===== config.mk =====
export PLATFORM = sky130hd
export DESIGN_NAME = axi_rd_arb
export DESIGN_NICKNAME = d
export VERILOG_FILES = /design/src/rtl/axi_rd_arb.sv
export SDC_FILE = /design/constraint.sdc
export NUM_CORES = 1
export LEC_CHECK = 0
export CAP_MARGIN = 40
export CORE_MARGIN = 10
export CORE_UTILIZATION = 30
export DETAILED_ROUTE_END_ITERATION = 16
export PLACE_DENSITY_LB_ADDON = 0.1
export RECOVER_POWER = 50
export SYNTH_ARGS = -nofsm -noshare
export SYNTH_HDL_FRONTEND = slang
export SYNTH_SLANG_ARGS = --single-unit

===== constraint.sdc =====
create_clock -name clk -period 1.7 [get_ports clk]
set_input_delay 0.34 -clock clk [delete_from_list [all_inputs] [get_ports clk]]
set_output_delay 0.34 -clock clk [all_outputs]
set_load 0.1 [all_outputs]

===== src/rtl/axi_rd_arb.sv =====
// axi_rd_arb: shares one AXI read port between two requesters, one whole burst at a time,
// and flags bursts whose beat count disagrees with arlen. Define AXI_RD_ARB_RR_EN for round-robin.
module axi_rd_arb #(
    parameter int ADDR_WIDTH = 32,
    parameter int DATA_WIDTH = 64,
    parameter int USER_WIDTH = 1
) (
    input  logic                    clk,
    input  logic                    rst,
    input  logic [1:0]              s_arvalid,
    output logic [1:0]              s_arready,
    input  logic [2*ADDR_WIDTH-1:0] s_araddr,
    input  logic [15:0]             s_arlen,
    output logic [1:0]              s_rvalid,
    input  logic [1:0]              s_rready,
    output logic [DATA_WIDTH-1:0]   s_rdata,
    output logic [1:0]              s_rresp,
    output logic                    s_rlast,
    output logic [USER_WIDTH-1:0]   s_ruser,
    output logic                    m_arvalid,
    input  logic                    m_arready,
    output logic [ADDR_WIDTH-1:0]   m_araddr,
    output logic [7:0]              m_arlen,
    input  logic                    m_rvalid,
    output logic                    m_rready,
    input  logic [DATA_WIDTH-1:0]   m_rdata,
    input  logic [1:0]              m_rresp,
    input  logic                    m_rlast,
    input  logic [USER_WIDTH-1:0]   m_ruser,
    output logic                    grant_id,
    output logic                    busy,
    output logic                    len_err
);
    localparam logic [1:0] ST_IDLE = 2'd0;
    localparam logic [1:0] ST_ADDR = 2'd1;
    localparam logic [1:0] ST_DATA = 2'd2;

    logic [1:0] state;
    logic       last_grant;
    logic [8:0] beat_cnt;
    logic       win;
    logic       accept;
    logic       beat;
    logic       len_bad;

    always_comb begin
        win = s_arvalid[1] & ~s_arvalid[0];
`ifdef AXI_RD_ARB_RR_EN
        if (&s_arvalid) win = ~last_grant;
`endif
    end

`ifndef AXI_RD_ARB_RR_EN
    // Fixed priority never consults the grant history; it is kept for debug visibility only.
    logic unused_last_grant;
    assign unused_last_grant = last_grant;
`endif

    // No acceptance while reset is held, so a request cannot be swallowed by a reset edge.
    assign accept    = (state == ST_IDLE) && !rst && (|s_arvalid);
    assign s_arready = accept ? (win ? 2'b10 : 2'b01) : 2'b00;

    assign busy     = (state != ST_IDLE);
    assign m_rready = (state == ST_DATA) && s_rready[grant_id];
    assign s_rvalid = ((state == ST_DATA) && m_rvalid) ? (grant_id ? 2'b10 : 2'b01) : 2'b00;
    assign beat     = (state == ST_DATA) && m_rvalid && m_rready;
    assign s_rdata  = m_rdata;
    assign s_rresp  = m_rresp;
    assign s_rlast  = m_rlast;
    assign s_ruser  = m_ruser;

    // beat_cnt holds the index of the beat currently on the bus; index arlen must be the rlast beat.
    assign len_bad = m_rlast ? (beat_cnt != {1'b0, m_arlen}) : (beat_cnt == {1'b0, m_arlen});

    always_ff @(posedge clk or posedge rst) begin
        if (rst) begin
            state      <= ST_IDLE;
            m_arvalid  <= 1'b0;
            m_araddr   <= '0;
            m_arlen    <= '0;
            grant_id   <= 1'b0;
            last_grant <= 1'b1;
            beat_cnt   <= '0;
            len_err    <= 1'b0;
        end else begin
            case (state)
                ST_IDLE: begin
                    if (accept) begin
                        m_araddr  <= win ? s_araddr[2*ADDR_WIDTH-1:ADDR_WIDTH] : s_araddr[ADDR_WIDTH-1:0];
                        m_arlen   <= win ? s_arlen[15:8] : s_arlen[7:0];
                        grant_id  <= win;
                        beat_cnt  <= '0;
                        m_arvalid <= 1'b1;
                        state     <= ST_ADDR;
                    end
                end
                ST_ADDR: begin
                    if (m_arready) begin
                        m_arvalid <= 1'b0;
                        state     <= ST_DATA;
                    end
                end
                ST_DATA: begin
                    if (beat) begin
                        beat_cnt <= beat_cnt + 9'd1;
                        if (len_bad) len_err <= 1'b1;
                        if (m_rlast) begin
                            state      <= ST_IDLE;
                            last_grant <= grant_id;
                        end
                    end
                end
                default: state <= ST_IDLE;
            endcase
        end
    end
endmodule


==> qor.txt <==
dpl cell area: 0.00497 mm²
Pwr Density: 2250 mW/mm²
Top Ports: 273
clock buffer depth: 2
post-route ant nets: 0
max_cap viols: 0
H-tree levels: 2
Max VDD drop: 1.66 mV
WL/cell: 17.9 µm
Final Hold Fails: 0
DRT iter0 DRCs: 158
clock tree from TritonCTS: done
Final Net Count: 598
die width: 124 µm
reg2reg start: state[1]
cts bufs inserted: 5
status: finished with violations
vias in the first global route: 2985
Via density: 4.91
number of synthesized flops with an enable pin: 0
ys flop type: dfrtp_1
Req. time, crit path: 1.36 ns
Die Area: 0.0155 mm²
HPWL after DPL: 8.24 mm
Mapped Cells: 358
clk root buf: clkbuf_8
CP Class: flop to primary output
total track usage: 12.9%
Vias: 2856
input/output buffers: 138
Core Rows: 38
clock tree sinks: 54
Ys Warns: 0
synth unique cells: 37
worst hold slack: 0.436 ns
clk_lat worst skew: 0.31 ns
ys async rst share: 100%
clk slew on worst S/H paths: 0.10 ns
Syn Area/Cell: 9.13 µm²
Synth Register Bits: 54
first-pass GRT wire length: 16.6 mm
TritonRoute pass-1 iters: 6
antenna cells: 0
syn_nets: 515
CP endpoint kind: primary output
Final min period: 1.76 ns
final weighted congestion in routability-driven placement: 0.775
failing checks: negative setup slack
Seq/Total Area, Yosys: 41.3%
routed wire length: 10.4 mm
clock skew: 0.00517 ns
Period Utilization, post-route: 103%
grt ovf: 0
setup TNS: -0.142 ns
Syn Std Cell Area: 0.00327 mm²
layout cells sized above 1: 25.3%
fill cell count: 1058
Place WS: -0.230 ns
Critical Path Start Type: flop
Slew headroom: 50.8%
initial core utilization: 30.4%
initial antenna violation count: 0
Leak Pwr: 0.00212 µW
pins over their slew limit: 0
Layout Area Growth over Synthesis: 56.9%
DRC: 0
hold crit path type: primary input to async pin
Critical Path Start: state[0]
Chip Height: 124 µm
Core Box Area: 0.0107 mm²
Setup violations, final: 3
RSZ-0062 raised after global routing: true
worst slew pin tran: 0.738 ns
maximum clock frequency: 569 MHz
WP data arrival: 1.42 ns
reg2reg setup slack: 0.10 ns
design area: 0.00513 mm²
largest net degree at the start of global routing: 37
Max FO, Critical Path: 4
Worst Setup Slack, final: -0.0585 ns
## final cells by class
type | instances | area [µm²] | area share [%]
tap | 140 | 175 | 3.42
inverter | 1 | 3.75 | 0.0732
clock buffer | 5 | 68.8 | 1.34
timing repair buffer | 167 | 2140 | 41.8
sequential | 54 | 1370 | 26.6
clock inverter | 3 | 40.0 | 0.781
multi-input combinational | 212 | 1330 | 26.0
## metal layers
metal | global-route usage [%] | wire length (µm)
met5 | 0 | 0
met4 | 4.32 | 178
met3 | 4.64 | 859
met2 | 22.0 | 5200
met1 | 14.5 | 4210
## synth_stat cells, types with 2 or more instances
| master | number | share of area (%) |
|---|---|---|
| a31oi_1 | 19 | 3.6 |
| buf_2 | 6 | 0.92 |
| a22oi_1 | 40 | 9.2 |
| nand4_1 | 5 | 0.96 |
| nand3_1 | 5 | 0.77 |
| a21oi_1 | 3 | 0.46 |
| dfrtp_1 | 54 | 41 |
| nand2_1 | 29 | 3.3 |
| clkbuf_1 | 14 | 1.6 |
| and3b_1 | 2 | 0.54 |
| and2_1 | 5 | 0.96 |
| or3_1 | 3 | 0.57 |
| buf_4 | 70 | 16 |
| xnor2_1 | 7 | 1.9 |
| nor2b_1 | 20 | 3.8 |
| xor2_1 | 6 | 1.6 |
| nor2_1 | 7 | 0.80 |
| nor3_1 | 3 | 0.46 |
| o21ai_0 | 42 | 6.4 |
## sequential cells by signal (all words and copies together), names as in the netlist
| name | count |
|---|---|
| beat_cnt | 9 |
| grant_id | 1 |
| len_err | 1 |
| m_araddr | 32 |
| m_arlen | 8 |
| m_arvalid | 1 |
| state | 2 |
## repair_timing
item / in CTS / in global routing
hold endpoints to repair: 0 / 0
gates resized for setup: 6 / 3
buffers inserted: 5 / 1
hold buffers: 0 / 0
pin swaps: 2 / 1
setup endpoints to repair: 6 / 6
## through the flow
stage	instances	util (%)	power (µW)
6_report	582	47.7	11500
5_1_grt	582	47.7	12000
4_1_cts	581	47.7	11700
3_5_place_dp	568	46.3	10700
3_3_place_gp	568	46.3	10600
2_1_floorplan	358	-	7990
## power by group
| part | internal [µW] | switching (µW) |
|---|---|---|
| logic | 3040 | 5100 |
| registers | 1830 | 690 |
| clock network | 434 | 427 |
| total | 5310 | 6220 |
## critical path: stages (launching register included)
cell     delay, ns
dfrtp_2       0.45
nor3_4        0.20
buf_4         0.14
and2_4        0.15
buf_12        0.17
## kinds of logic after synthesis
logic type,share of synthesized area [%]
and+or+nand+nor,14.2
buffers and inverters,19.1
AOI/OAI and AO/OA,21.2
DFF,41.3
adders and majority gates,0.383
muxes,0.345
xor gates and xnor gates,3.48
## final timing paths
path                                 to  cells past startpoint
setup / recovery           s_arready[1]                      4
setup reg to reg                len_err                      6
hold / removal             m_araddr[11]                      3
max in group asynchronous    m_arlen[2]                      3
hold reg to reg             m_araddr[5]                      2
min in group clk            m_araddr[5]                      2
## cell usage in the layout, fill, tap and decap left out, types with 3 or more instances in the layout
master / Yosys / layout
a21oi_1: 3 / 3
nor2b_1: 20 / 18
clkdlybuf4s50_1: 0 / 86
dfrtp_2: 0 / 11
a22oi_1: 40 / 40
nand4_1: 5 / 5
nand2_1: 29 / 29
nor2_1: 7 / 7
clkbuf_8: 0 / 5
o21ai_0: 42 / 42
buf_12: 0 / 54
xor2_1: 6 / 6
xnor2_1: 7 / 7
a31oi_1: 19 / 19
dfrtp_1: 54 / 43
buf_4: 70 / 22
or3_1: 3 / 3
nand3_1: 5 / 5
and2_4: 1 / 3
Power figures use the tool's default switching activity.
